### config.mk
export PLATFORM = sky130hd
export DESIGN_NAME = mlcd_bus_sched
export DESIGN_NICKNAME = d
export VERILOG_FILES = /design/src/rtl/mlcd_bus_sched.sv
export SDC_FILE = /design/constraint.sdc
export NUM_CORES = 1
export LEC_CHECK = 0
export ABC_AREA = 1
export CORE_MARGIN = 2
export CORE_UTILIZATION = 52
export DETAILED_ROUTE_END_ITERATION = 7
export PLACE_DENSITY = 0.93
export SLEW_MARGIN = 5
export SYNTH_ARGS = -nofsm -noshare
export SYNTH_HDL_FRONTEND = slang
export SYNTH_SLANG_ARGS = --single-unit
### constraint.sdc
create_clock -name clk -period 3 [get_ports clk]
set_input_delay 0.6 -clock clk [delete_from_list [all_inputs] [get_ports clk]]
set_output_delay 0.6 -clock clk [all_outputs]
set_load 0.01 [all_outputs]
### src/rtl/mlcd_bus_sched.sv
// Arbiter and strobe sequencer for the shared MCU-LCD 8080 bus: single command accesses
// from the CPU side and full-frame GRAM pixel streams, with parameterised WR/RD timing.
module mlcd_bus_sched #(
    parameter int          WR_LOW    = 1,
    parameter int          WR_HIGH   = 1,
    parameter int          RD_LOW    = 4,
    parameter int          RD_HIGH   = 4,
    parameter logic [15:0] GRAM_CMD  = 16'h2C00,
    parameter int          FRAME_PIX = 384000
) (
    input  logic        clk,
    input  logic        rst_n,
    input  logic        frame_start,
    output logic        frame_busy,
    output logic        frame_done,
    output logic        pixel_en,
    input  logic [15:0] pixel_data,
    input  logic        cmd_req,
    input  logic        cmd_rd,
    input  logic        cmd_rs,
    input  logic [15:0] cmd_wdata,
    output logic        cmd_ack,
    output logic [15:0] cmd_rdata,
    output logic        mlcd_cs,
    output logic        mlcd_wr,
    output logic        mlcd_rd,
    output logic        mlcd_rs,
    output logic [15:0] mlcd_data,
    output logic        mlcd_data_dir,
    input  logic [15:0] mlcd_data_in
);

    function automatic int max2(input int a, input int b);
        return (a > b) ? a : b;
    endfunction

    localparam int PH_MAX = max2(max2(WR_LOW, WR_HIGH), max2(RD_LOW, RD_HIGH));
    localparam int PH_W   = (PH_MAX > 1) ? $clog2(PH_MAX) : 1;
    localparam int CNT_W  = (FRAME_PIX > 1) ? $clog2(FRAME_PIX) : 1;

    localparam logic [PH_W-1:0]  WR_L_LD  = PH_W'(WR_LOW - 1);
    localparam logic [PH_W-1:0]  WR_H_LD  = PH_W'(WR_HIGH - 1);
    localparam logic [PH_W-1:0]  RD_L_LD  = PH_W'(RD_LOW - 1);
    localparam logic [PH_W-1:0]  RD_H_LD  = PH_W'(RD_HIGH - 1);
    localparam logic [PH_W-1:0]  PH_ONE   = PH_W'(1);
    localparam logic [CNT_W-1:0] PIX_LAST = CNT_W'(FRAME_PIX - 1);

    typedef enum logic [2:0] {
        IDLE,
        WR_L,
        WR_H,
        RD_L,
        RD_H,
        PIX_FETCH,
        PIX_LAT,
        DONE
    } state_t;

    state_t           state;
    logic [PH_W-1:0]  phase;
    logic [CNT_W-1:0] pix_cnt;
    logic             frame_pend;
    logic             gram_phase;   // current frame write is the GRAM command, not a pixel

    // NOTE: every register here is state, so it is assigned only with <= inside this one
    // clocked block; mixing blocking writes in would make results depend on statement order.
    always_ff @(posedge clk or negedge rst_n) begin
        if (!rst_n) begin
            state         <= IDLE;
            phase         <= '0;
            pix_cnt       <= '0;
            frame_pend    <= 1'b0;
            gram_phase    <= 1'b0;
            frame_busy    <= 1'b0;
            frame_done    <= 1'b0;
            pixel_en      <= 1'b0;
            cmd_ack       <= 1'b0;
            cmd_rdata     <= '0;
            mlcd_cs       <= 1'b1;
            mlcd_wr       <= 1'b1;
            mlcd_rd       <= 1'b1;
            mlcd_rs       <= 1'b1;
            mlcd_data     <= '0;
            mlcd_data_dir <= 1'b1;
        end else begin
            cmd_ack    <= 1'b0;
            frame_done <= 1'b0;
            pixel_en   <= 1'b0;
            if (frame_start) begin
                frame_pend <= 1'b1;
            end

            case (state)
                IDLE: begin
                    if (cmd_req) begin
                        mlcd_cs <= 1'b0;
                        mlcd_rs <= cmd_rs;
                        if (cmd_rd) begin
                            mlcd_data_dir <= 1'b0;
                            mlcd_rd       <= 1'b0;
                            phase         <= RD_L_LD;
                            state         <= RD_L;
                        end else begin
                            mlcd_data     <= cmd_wdata;
                            mlcd_data_dir <= 1'b1;
                            mlcd_wr       <= 1'b0;
                            phase         <= WR_L_LD;
                            state         <= WR_L;
                        end
                    end else if (frame_pend) begin
                        // A start arriving on this same edge merges into the accepted frame.
                        frame_pend    <= 1'b0;
                        frame_busy    <= 1'b1;
                        pix_cnt       <= '0;
                        gram_phase    <= 1'b1;
                        mlcd_cs       <= 1'b0;
                        mlcd_rs       <= 1'b0;
                        mlcd_data     <= GRAM_CMD;
                        mlcd_data_dir <= 1'b1;
                        mlcd_wr       <= 1'b0;
                        phase         <= WR_L_LD;
                        state         <= WR_L;
                    end
                end

                WR_L: begin
                    if (phase != '0) begin
                        phase <= phase - PH_ONE;
                    end else begin
                        mlcd_wr <= 1'b1;
                        phase   <= WR_H_LD;
                        state   <= WR_H;
                        if (WR_HIGH == 1) begin
                            cmd_ack <= !frame_busy;
                        end
                    end
                end

                WR_H: begin
                    if (phase != '0) begin
                        phase <= phase - PH_ONE;
                        // cmd_ack is registered, so it is raised one edge ahead of the last cycle.
                        if (phase == PH_ONE) begin
                            cmd_ack <= !frame_busy;
                        end
                    end else if (!frame_busy) begin
                        mlcd_cs <= 1'b1;
                        state   <= IDLE;
                    end else if (gram_phase) begin
                        gram_phase <= 1'b0;
                        pixel_en   <= 1'b1;
                        state      <= PIX_FETCH;
                    end else begin
                        pix_cnt <= pix_cnt + 1'b1;
                        if (pix_cnt == PIX_LAST) begin
                            mlcd_cs    <= 1'b1;
                            frame_busy <= 1'b0;
                            frame_done <= 1'b1;
                            state      <= DONE;
                        end else begin
                            pixel_en <= 1'b1;
                            state    <= PIX_FETCH;
                        end
                    end
                end

                RD_L: begin
                    if (phase != '0) begin
                        phase <= phase - PH_ONE;
                    end else begin
                        cmd_rdata <= mlcd_data_in;
                        mlcd_rd   <= 1'b1;
                        phase     <= RD_H_LD;
                        state     <= RD_H;
                        if (RD_HIGH == 1) begin
                            cmd_ack <= 1'b1;
                        end
                    end
                end

                RD_H: begin
                    if (phase != '0) begin
                        phase <= phase - PH_ONE;
                        if (phase == PH_ONE) begin
                            cmd_ack <= 1'b1;
                        end
                    end else begin
                        mlcd_cs       <= 1'b1;
                        mlcd_data_dir <= 1'b1;
                        state         <= IDLE;
                    end
                end

                PIX_FETCH: begin
                    state <= PIX_LAT;
                end

                PIX_LAT: begin
                    mlcd_data <= pixel_data;
                    mlcd_rs   <= 1'b1;
                    mlcd_wr   <= 1'b0;
                    phase     <= WR_L_LD;
                    state     <= WR_L;
                end

                DONE: begin
                    state <= IDLE;
                end

                default: begin
                    state <= IDLE;
                end
            endcase
        end
    end

endmodule

==> flow_metrics.tcl <==
set metrics [dict create \
    grt.overflow.total 0 \
    globalRouteTotalUtil_pct 26.8 \
    place_congestion 0.939 \
    reg2regPathDepth 7 \
    cts_sinks 67 \
    fp.coreArea_um2 6420 \
    worst-slew-pin-transition_ns 0.862 \
    antenna_violating_nets_post_route 0 \
    synth_area_per_cell_um2 7.96 \
    drive_gt1_share_pct 9.58 \
    crit_type "reg2out" \
    number_of_levels_the_h_tree_was_split_into 3 \
    worst_setup_path_start_kind "register" \
    hpwl_um 7010 \
    cts_root_buf "clkbuf_8" \
    tritoncts_clock_tree "yes" \
    synthDistinctLibCells 29 \
    final_hold_viol_count 0 \
    synthToLayoutAreaGrowth_pct 36.0 \
    crit_arrival_ns 1.43 \
    die-height_um 86.1 \
    drt-initial-drc-count 263 \
    final_setup_violating_endpoints 0 \
    grt_pass1_vias 3348 \
    max-clock-path-buffers 2 \
    sequential_cell_area_um2 1680 \
    layout_min_cycle_time_ns 2.03 \
    final-max-slew-violation-count 0 \
    setup_slack_ns 0.966 \
    final_nets 597 \
    initial_antenna_violation_count 0 \
    worstHoldPathType "in2async" \
    drt_wl_total_um 9480 \
    grt_first_pass_wirelength_um 15400 \
    clkLatencyLatePin_ns 0.35 \
    critical-path-max-stage-delay_ns 0.55 \
    outcome "completed" \
    static-leakage-power_uw 0.00219 \
    place_worst_setup_slack_ns 0.668 \
    critical_path.max_fanout 2 \
    drt-vias-per-instance 5.51 \
    sequential_area_share_after_synthesis_pct 48.1 \
    maxClockFrequency_ghz 0.492 \
    die_area_um2 7410 \
    cap_viol_max_count 0 \
    cp.buffers_inverters 1 \
    cts-buffers-inserted 9 \
    worst_slew_margin_rel_pct 42.5 \
    post_cts.resized_instances 0 \
    mappedNetlistNets 499 \
    setup_total_negative_slack_ns 0 \
    firstDrtPassIters 5 \
    initial_core_utilization_pct 54.5 \
    crit_slowest_cell "dfstp_2" \
    routed_wire_length_per_instance_um 15.3 \
    io_pins 95 \
    ys_async_sr_fraction_pct 100 \
    worst_path_dominant_cell_family "flip-flops" \
    layout_common_cells "145 x nand2_1, 93 x clkdlybuf4s50_1, 62 x dfrtp_1" \
    synth_enable_flop_cells 0 \
    post_synth_inst_count 440 \
    port-buffer-count 94 \
    worst_setup_end_kind "output port" \
    multi_input_area_um2 1610 \
    synth_warnings 0 \
    finalCritPeriodShare_pct 67.8 \
    drc_errors 0 \
    ys_ff_latch 67 \
    synthesis.area_um2 3500 \
    vdd.ir_drop.worst_mv 0.530 \
    pwr_density_cell_nw_per_um2 873 \
    grt_setup_unrepaired "false" \
    cts_hold_buffers 0 \
    leading_cell_type_in_the_layout_fill_and_taps_excluded "nand2_1" \
    placement_rows 29 \
    cts_setup_buffers 0 \
    diodes 0 \
    cp.required_ns 2.40 \
    dr_total_vias 3414 \
    die_w_um 86.1 \
    path_clk_slew_ns 0.07 \
    grt_max_degree 37 \
    synthFlopType "dfrtp_1" \
    final.setup_skew_ns 0.00804 \
    cp.depth 1 \
    worstPathCellList "clkdlybuf4s50_1" \
    fill_cells 452 \
]
==> worst paths after layout <==
check                                                  to                 start  slack, ns
worst max-delay path                              mlcd_rd   mlcd_rd$_DFFE_PN1P_       0.97
worst min-delay path            mlcd_data[15]$_DFFE_PN0P_                 rst_n       0.36
worst max register to register     pix_cnt[2]$_DFFE_PN0P_  phase[0]$_DFFE_PN0P_       1.04
worst min register to register        mlcd_cs$_DFFE_PN1P_   mlcd_cs$_DFFE_PN1P_       0.47
max in group asynchronous             mlcd_cs$_DFFE_PN1P_                 rst_n       1.91
min in group clk                      mlcd_cs$_DFFE_PN1P_   mlcd_cs$_DFFE_PN1P_       0.47
==> per-stage QoR <==
| step | cells | util (%) | instance area, um^2 | hold WS, ns | total power, uW |
|---|---|---|---|---|---|
| final | 620 | 74.1 | 4760 | 0.361 | 4160 |
| after global routing | 620 | 74.1 | 4760 | 0.424 | 4430 |
| after CTS | 620 | 74.1 | 4760 | 0.371 | 4160 |
| after detailed placement | 604 | 70.3 | 4510 | 0.458 | 3220 |
| after global placement | 604 | 70.3 | 4510 | 0.453 | 3130 |
| after floorplan | 440 | - | 3500 | 0.304 | 2430 |
==> cell families after synthesis <==
logic type / count (synthesis) / synth area share, %
multiplexers: 16 / 5.14
AO/OA/AOI/OAI: 67 / 10.6
AND/OR/NAND/NOR: 237 / 28.4
flip-flops: 67 / 48.1
adder cells (fa/ha/maj): 5 / 1.79
buffers and inverters: 48 / 6.00
==> flip-flops by register name (all words and copies together) (netlist names), 2 cells and up <==
name,flops
mlcd_data,16
cmd_rdata,16
phase,2
pix_cnt,19
state,3
==> power by group <==
part / switching [uW] / total [uW] / leakage, uW / internal, uW
registers: 198 / 1420 / 0.000842 / 1220
logic: 968 / 1810 / 0.00122 / 838
clock network: 355 / 931 / 0.000123 / 576
total: 1520 / 4160 / 0.00219 / 2630
==> Yosys cell counts (all sizes together), types with 4 or more instances <==
cell | n | area share [%]
nor3 | 4 | 0.57
nand4 | 22 | 3.9
nand2 | 146 | 16
mux2 | 16 | 5.1
dfstp | 5 | 3.8
ha | 5 | 1.8
buf | 10 | 1.9
a21oi | 5 | 1.0
dfrtp | 62 | 44
o21ai | 54 | 7.8
inv | 34 | 3.6
nor2 | 35 | 3.8
nand3 | 26 | 3.7
==> worst register-to-register path, cell delays in order, from the launching register on <==
cell and delay (ns):
dfrtp_1 0.43, inv_1 0.11, ha_1 0.29, nand4_1 0.21, a21oi_4 0.42, inv_2 0.22
nand2_1 0.12, o21ai_2 0.05
==> cell type report <==
type	count	share of cell area, %
flip-flops and latches	67	35.3
clock inverters	6	2.34
inverters	35	2.76
clock buffers	10	2.89
well taps	77	2.02
repair buffers	100	20.9
multi-input cells	325	33.8
==> routing by layer <==
| metal | up-vias | share of wire (%) | GRT usage (%) |
|---|---|---|---|
| met1 | 1575 | 42 | 34.6 |
| met5 | - | 0 | 0 |
| met2 | 168 | 48 | 43.8 |
| met4 | 0 | 2.2 | 13.0 |
| li1 | 1652 | - | - |
| met3 | 19 | 8.2 | 4.62 |
(Power assumes the default switching activity.)
